===== config.mk =====
export PLATFORM = sky130hd
export DESIGN_NAME = if_fetch_ctrl
export DESIGN_NICKNAME = d
export VERILOG_FILES = /design/src/rtl/if_fetch_ctrl.sv
export SDC_FILE = /design/constraint.sdc
export NUM_CORES = 1
export LEC_CHECK = 0
export ABC_CLOCK_PERIOD_IN_PS = 1350
export CAP_MARGIN = 20
export CORE_AREA = 2 2 100 102
export DETAILED_ROUTE_END_ITERATION = 6
export DIE_AREA = 0 0 102 104
export PLACE_DENSITY = 0.75
export SYNTH_ARGS = -nofsm -noshare
export SYNTH_HDL_FRONTEND = slang
export SYNTH_SLANG_ARGS = --single-unit

===== constraint.sdc =====
create_clock -name clk -period 1.35 [get_ports clk]
set_input_delay 0.135 -clock clk [delete_from_list [all_inputs] [get_ports clk]]
set_output_delay 0.135 -clock clk [all_outputs]
set_load 0.01 [all_outputs]

===== src/rtl/if_fetch_ctrl.sv =====
// Instruction-fetch sequencer: owns the PC, issues reads to a synchronous imem,
// and feeds IF/ID through a one-entry skid buffer that absorbs hazard stalls.
module if_fetch_ctrl #(
    parameter int PC_WIDTH    = 7,
    parameter int INSTR_WIDTH = 32
) (
    input  logic                   clk,
    input  logic                   rst_n,
    input  logic                   stall,
    input  logic                   redirect,
    input  logic [PC_WIDTH-1:0]    redirect_pc,
    output logic [PC_WIDTH-1:0]    imem_addr,
    output logic                   imem_en,
    input  logic [INSTR_WIDTH-1:0] imem_data,
    output logic [PC_WIDTH-1:0]    pc,
    output logic                   if_id_valid,
    output logic [INSTR_WIDTH-1:0] if_id_instr,
    output logic [PC_WIDTH-1:0]    if_id_pc,
    output logic [PC_WIDTH-1:0]    if_id_pc_next
);

    // State bits are {req_valid, skid_valid}; 2'b11 is never entered.
    typedef enum logic [1:0] {
        IDLE = 2'b00,
        HOLD = 2'b01,
        FLOW = 2'b10
    } state_t;

    state_t                 state_q;
    logic [PC_WIDTH-1:0]    pc_q;
    logic [PC_WIDTH-1:0]    req_pc;
    logic [INSTR_WIDTH-1:0] skid_instr;
    logic [PC_WIDTH-1:0]    skid_pc;

    assign imem_addr     = pc_q;
    assign pc            = pc_q;
    assign imem_en       = rst_n & ~stall & ~redirect;
    assign if_id_pc_next = if_id_pc + PC_WIDTH'(1);

    always_ff @(posedge clk) begin
        if (!rst_n) begin
            state_q     <= IDLE;
            pc_q        <= '0;
            req_pc      <= '0;
            skid_instr  <= '0;
            skid_pc     <= '0;
            if_id_valid <= 1'b0;
            if_id_instr <= '0;
            if_id_pc    <= '0;
        end else if (redirect) begin
            // In-flight and skid entries are dropped simply by clearing their valids.
            state_q     <= IDLE;
            pc_q        <= redirect_pc;
            if_id_valid <= 1'b0;
        end else if (stall) begin
            // Only a live memory response needs catching; an occupied skid is kept.
            if (state_q == FLOW) begin
                skid_instr <= imem_data;
                skid_pc    <= req_pc;
                state_q    <= HOLD;
            end
        end else begin
            case (state_q)
                HOLD: begin
                    if_id_instr <= skid_instr;
                    if_id_pc    <= skid_pc;
                    if_id_valid <= 1'b1;
                end
                FLOW: begin
                    if_id_instr <= imem_data;
                    if_id_pc    <= req_pc;
                    if_id_valid <= 1'b1;
                end
                default: if_id_valid <= 1'b0;
            endcase
            req_pc  <= pc_q;
            pc_q    <= pc_q + PC_WIDTH'(1);
            state_q <= FLOW;
        end
    end

endmodule


After elaboration in Yosys (flattened, before gate mapping)
Index checks and enable logic that the tools add are counted.
{"block": "classes", "add_sub_neg": 2, "n_eq_ne": 4, "n_mux": 7, "bitwise_logic": 5, "n_reduce_logical": 7}
{"cell": "case mux 32 bit (2 select lines)", "count": 1}
{"cell": "adder 7 x 1 -> 7 bit, second input constant", "count": 2}
{"cell": "2-to-1 mux 7 bit", "count": 2}
{"cell": "case mux 7 bit (2 select lines)", "count": 1}
{"cell": "AND reduction 3 bit", "count": 2}
{"cell": "2-to-1 mux 2 bit", "count": 2}
{"cell": "!= test 2 x 1 -> 1 bit, second input constant", "count": 2}
{"cell": "OR reduction 2 bit", "count": 2}
{"cell": "inverter 1 bit", "count": 3}
{"cell": "OR reduction 3 bit", "count": 1}
{"cell": "AND 1 bit", "count": 2}
{"cell": "equality test 2 x 1 -> 1 bit, second input constant", "count": 1}
{"cell": "equality test 2 bit, second input constant", "count": 1}
{"cell": "AND reduction 2 bit", "count": 1}
{"cell": "nonzero test 2 bit", "count": 1}
{"cell": "2-to-1 mux 1 bit", "count": 1}
{"block": "totals", "regBits": 95, "wordCells": 34}

Longest topological paths before layout
{"block": "depth", "ltp_word": 3, "ltp_mapped": 8, "mapped_depth_nobuf": 5}

Least setup slack after synthesis
Ideal clock, no wire load.
{"block": "synth_timing", "path_kind": "register to register", "startpoint": "reg state_q[0]", "endpoint": "reg if_id_instr[26]", "arrival_ns": 1.375, "t_required_ns": 1.234, "slack_ns": -0.142, "path_stages_with_launch": 7, "n_path_buf": 1, "period_less_slack_ns": 1.492, "cell_sequence": "dfxtp_1 > inv_1 > ha_1 > nor3_4 > clkbuf_1 > nand2_1 > o211a_1"}
{"block": "synth_between", "elab_chain_cells": 3, "word_cells_on_any_way": 5, "classes_between": "eq/ne (2); mux (1); reduce/logical (2)"}
{"item": "from (decl)", "line_no": "29", "source": "state_t state_q;"}
{"item": "from (signal assigned)", "line_no": "42", "source": "state_q <= IDLE;"}
{"item": "from (signal assigned)", "line_no": "52", "source": "state_q <= IDLE;"}
{"item": "from (signal assigned)", "line_no": "60", "source": "state_q <= HOLD;"}
{"item": "equality test 2 bit / equality test 2 x 1 -> 1 bit (equally long branches)", "line_no": "63", "source": "case (state_q)"}
{"item": "nonzero test 2 bit (no source line)"}
{"item": "AND reduction 3 bit (no source line)"}
{"item": "to (signal assigned)", "line_no": "65", "source": "if_id_instr <= skid_instr;"}
{"item": "to (signal assigned)", "line_no": "70", "source": "if_id_instr <= imem_data;"}
{"item": "to (decl)", "line_no": "17", "source": "output logic [INSTR_WIDTH-1:0] if_id_instr,"}
Several ways; a longest one is shown, not always the timed one.
A chain may end at the register's enable or synchronous reset.

Worst setup path after layout
{"block": "layout_timing", "startpoint": "reg if_id_pc[0]", "endpoint": "out if_id_pc_next[6]"}
{"block": "layout_between", "elab_chain_cells": 1}
{"item": "from (decl)", "line_no": "18", "source": "output logic [PC_WIDTH-1:0] if_id_pc,"}
{"item": "from (signal assigned)", "line_no": "66", "source": "if_id_pc <= skid_pc;"}
{"item": "from (signal assigned)", "line_no": "71", "source": "if_id_pc <= req_pc;"}
{"item": "adder 7 x 1 -> 7 bit", "line_no": "38", "source": "assign if_id_pc_next = if_id_pc + PC_WIDTH'(1);"}
{"item": "to (decl)", "line_no": "19", "source": "output logic [PC_WIDTH-1:0] if_id_pc_next"}
No other way between the ends.

==> flow_summary.ini <==
[sta]
holdWs_ns = 0.3083
setup_slack_ns = -0.1607
finalSetupViolCount = 77
post-route-min-period_ns = 1.511
setup_tns_ns = -4.412
worstMarginPinSlew_ns = 0.2678
rsz0062_at_grt = yes
max_slew_margin_pct = 81.80
period_share_pct = 111.9
drv_slew = 0
finalHoldViolations = 0
fmax_mhz = 662.0
skew_ns = 0.008918

[routing]
routed_wirelength_microns = 12100
dr.pass1.iters = 4
vias_per_cell = 5.220
drt_iter0_drc = 134
drt-wirelength-per-cell_microns = 17.06
ant_nets = 0
drc = 0
num_vias = 3701

[min_path]
min_from = rst_n
hold_path_end = if_id_instr[7]
hold_class = in -> reg
holdPathStages = 3

[floorplan]
io_pins = 105
rows = 36
die_w_microns = 102
die_area_sq_um = 10610
core-area_sq_um = 9549
die_h_microns = 104
floorplan.initialDensity_pct = 43.34

[worst_setup_path]
slowest_delay_ns = 0.36
r2r-start = state_q[0]
startpoint_type = flop
slowest_stage = dfxtp_2
cp.required_ns = 1.22
r2r_end = if_id_instr[16]
path_class = reg -> out
r2r_setup_slack_ns = -0.14
critPathMaxFanout = 2
crit_chain = ha_4, and3_4, nand3_2, xnor2_1, buf_2
end_kind = primary output
reg2reg_depth = 7
arrival_ns = 1.38

[placement]
dpl.hpwl_microns = 6329
dp.cells = 671
globalplace.congestion = 0.7515
portBuffers = 104
pre_cts_slack_ns = -0.2991
dpl_cell_area_sq_um = 5398

[layout]
stdcell_count = 709
fill_cells = 750
layout-drive-gt1-share_pct = 30.21
final_common_cell = dfxtp_1
syn2layout_area_growth_pct = 57.47
post-route-util_pct = 68.25
num_antenna_cells = 0
mostFrequentLayoutCells = dfxtp_1 (84), nand2_1 (70), dlygate4sd2_1 (55)
final_area_sq_um = 6518
layout.nets = 617

[power_and_ir_drop]
p_leak_nw = 3.012
power_mw = 5.796
clock_power_share_pct = 34.5
power_density_nw_per_um2 = 889.3
combPwrFrac_pct = 14.9
ir_drop_mv = 0.4760
p_seq_share_pct = 50.7
sw_frac_of_total_pct = 24.26
p_switching_mw = 1.406
p_int_mw = 4.390

[global_route]
use_met3_pct = 3.831
grt_use_met1_pct = 23.21
grt_pass1_vias = 3380
antenna_found_initial = 0
gr-total-overflow = 0
grt_util_all_layers_pct = 18.73
grt_max_degree = 66
met2_usage_pct = 32.19
grt_pass1_wl_microns = 15930
busiest_layer = met2

[synth]
ys_seq_area_share_pct = 45.95
ys_ff_latch = 95
syn_nets = 497
synth_top_family_by_area = compound AO/OA/AOI/OAI gates
avgSynthCellArea_sq_um = 9.177
ys_warn_count = 0
synth.distinct_cells = 28
synth-compound-area-share_pct = 20.62
synth-xor-area-share_pct = 1.904
synth-simple-area-share_pct = 15.33
synth_fa_ha_area_share_pct = 0.9069
synthCells = 451
syn_area_sq_um = 4139
synthMuxAreaShare_pct = 9.674

[clock_tree]
root_buffer = clkbuf_8
cts_tree = done
cts_sinks = 95
clock_latency_ns = 0.35
htreeDepth = 3
cts.clk_slew.worst_paths_ns = 0.09
cts_made_buffers = 9
clockBufferDepth = 2

[flow_run]
max-cap-violations = 0

[outcome]
status = finished, violations left
violations = setup timing
[synthesized netlist by cell type]
library cell  instances  area, sq um
o211a_1              40        400.4
buf_2                12        60.06
clkbuf_1             19        71.32
a21boi_1             10        75.07
mux2i_1              40        400.4
nor3_4                1        16.27
buf_6                 2        22.52
a21oi_1               4        20.02
o21ai_0              15        75.07
and3_1                2        12.51
nor2_1                4        15.01
nand4b_1              2        17.52
a31oi_1               2        12.51
nand3_1               3        15.01
dfxtp_1              95         1902
and3b_1               1        8.760
inv_1                 3        11.26
nand2b_1              3        18.77
nand3b_1              1        7.510
xor2_1                5        43.79
nand2_1             129        484.2
or3_1                 2        12.51
a21boi_0             36        270.3
and2_1                3        18.77
nor3b_1               1        7.510
buf_4                 9        67.56
ha_1                  3        37.54
xnor2_1               4        35.03
[final cells by class]
| class | instances | area, sq um | share of cell area (%) |
|---|---|---|---|
| clock inverters | 4 | 70.07 | 1.075 |
| well taps | 133 | 166.4 | 2.553 |
| multi-input cells | 311 | 2542 | 39.01 |
| inverters | 3 | 15.01 | 0.2304 |
| flip-flops and latches | 95 | 1916 | 29.39 |
| clock buffers | 12 | 135.1 | 2.073 |
| repair buffers | 151 | 1673 | 25.67 |
[power groups by stage]
stage | sequential [mW] | clock [mW] | combinational (mW)
2_1_floorplan | 3.01 | 0 | 0.312
3_3_place_gp | 2.99 | 0 | 0.685
3_5_place_dp | 2.99 | 0 | 0.693
4_1_cts | 2.93 | 2.04 | 0.663
5_1_grt | 2.95 | 2.14 | 0.915
6_report | 2.94 | 2.00 | 0.862
[timing repair]
action / in CTS / in global routing
buffers inserted: 2 / 3
setup endpoints to repair: 101 / 79
gates cloned: 2 / 15
resized for setup: 98 / 166
hold buffers: 0 / 0
pin swaps: 5 / 24
[registers in the layout (all words and copies together) (netlist names)]
signal       flops
if_id_pc         7
imem_addr        7
if_id_instr     32
state_q          2
skid_pc          7
req_pc           7
skid_instr      32
if_id_valid      1
[cells by family after synthesis]
kind of cell,Yosys count
AOI/OAI and AO/OA,107
DFF,95
and+or+nand+nor,152
buffers and inverters,45
adders and majority gates,3
muxes,40
xor gates and xnor gates,9
[per-layer routing]
| layer | vias up | part of all wire, % |
|---|---|---|
| li1 | 1784 | - |
| met1 | 1789 | 43 |
| met2 | 105 | 51 |
| met3 | 23 | 4.6 |
| met4 | 0 | 1.8 |
| met5 | - | 0 |
[worst max-delay path, delay by kind of cell, from the launching register on]
| family | cells | cell delay, ns |
|---|---|---|
| flops | 1 | 0.36 |
| simple gates | 2 | 0.24 |
| buf+inv | 1 | 0.16 |
| fa+ha+maj | 1 | 0.13 |
| xor+xnor | 1 | 0.13 |
[worst max-delay path by stage]
stage / from / to / slack (ns) / depth (start not counted)
after CTS: if_id_pc[1] / if_id_pc_next[6] / -0.20 / 5
after global placement: if_id_pc[0] / if_id_pc_next[6] / -0.28 / 5
final: if_id_pc[0] / if_id_pc_next[6] / -0.16 / 5
after detailed placement: if_id_pc[0] / if_id_pc_next[6] / -0.30 / 5
after floorplan: imem_addr[0] / imem_addr[6] / 0.002 / 4
after global routing: if_id_pc[0] / if_id_pc_next[6] / -0.24 / 5
(Power assumes the default switching activity.)
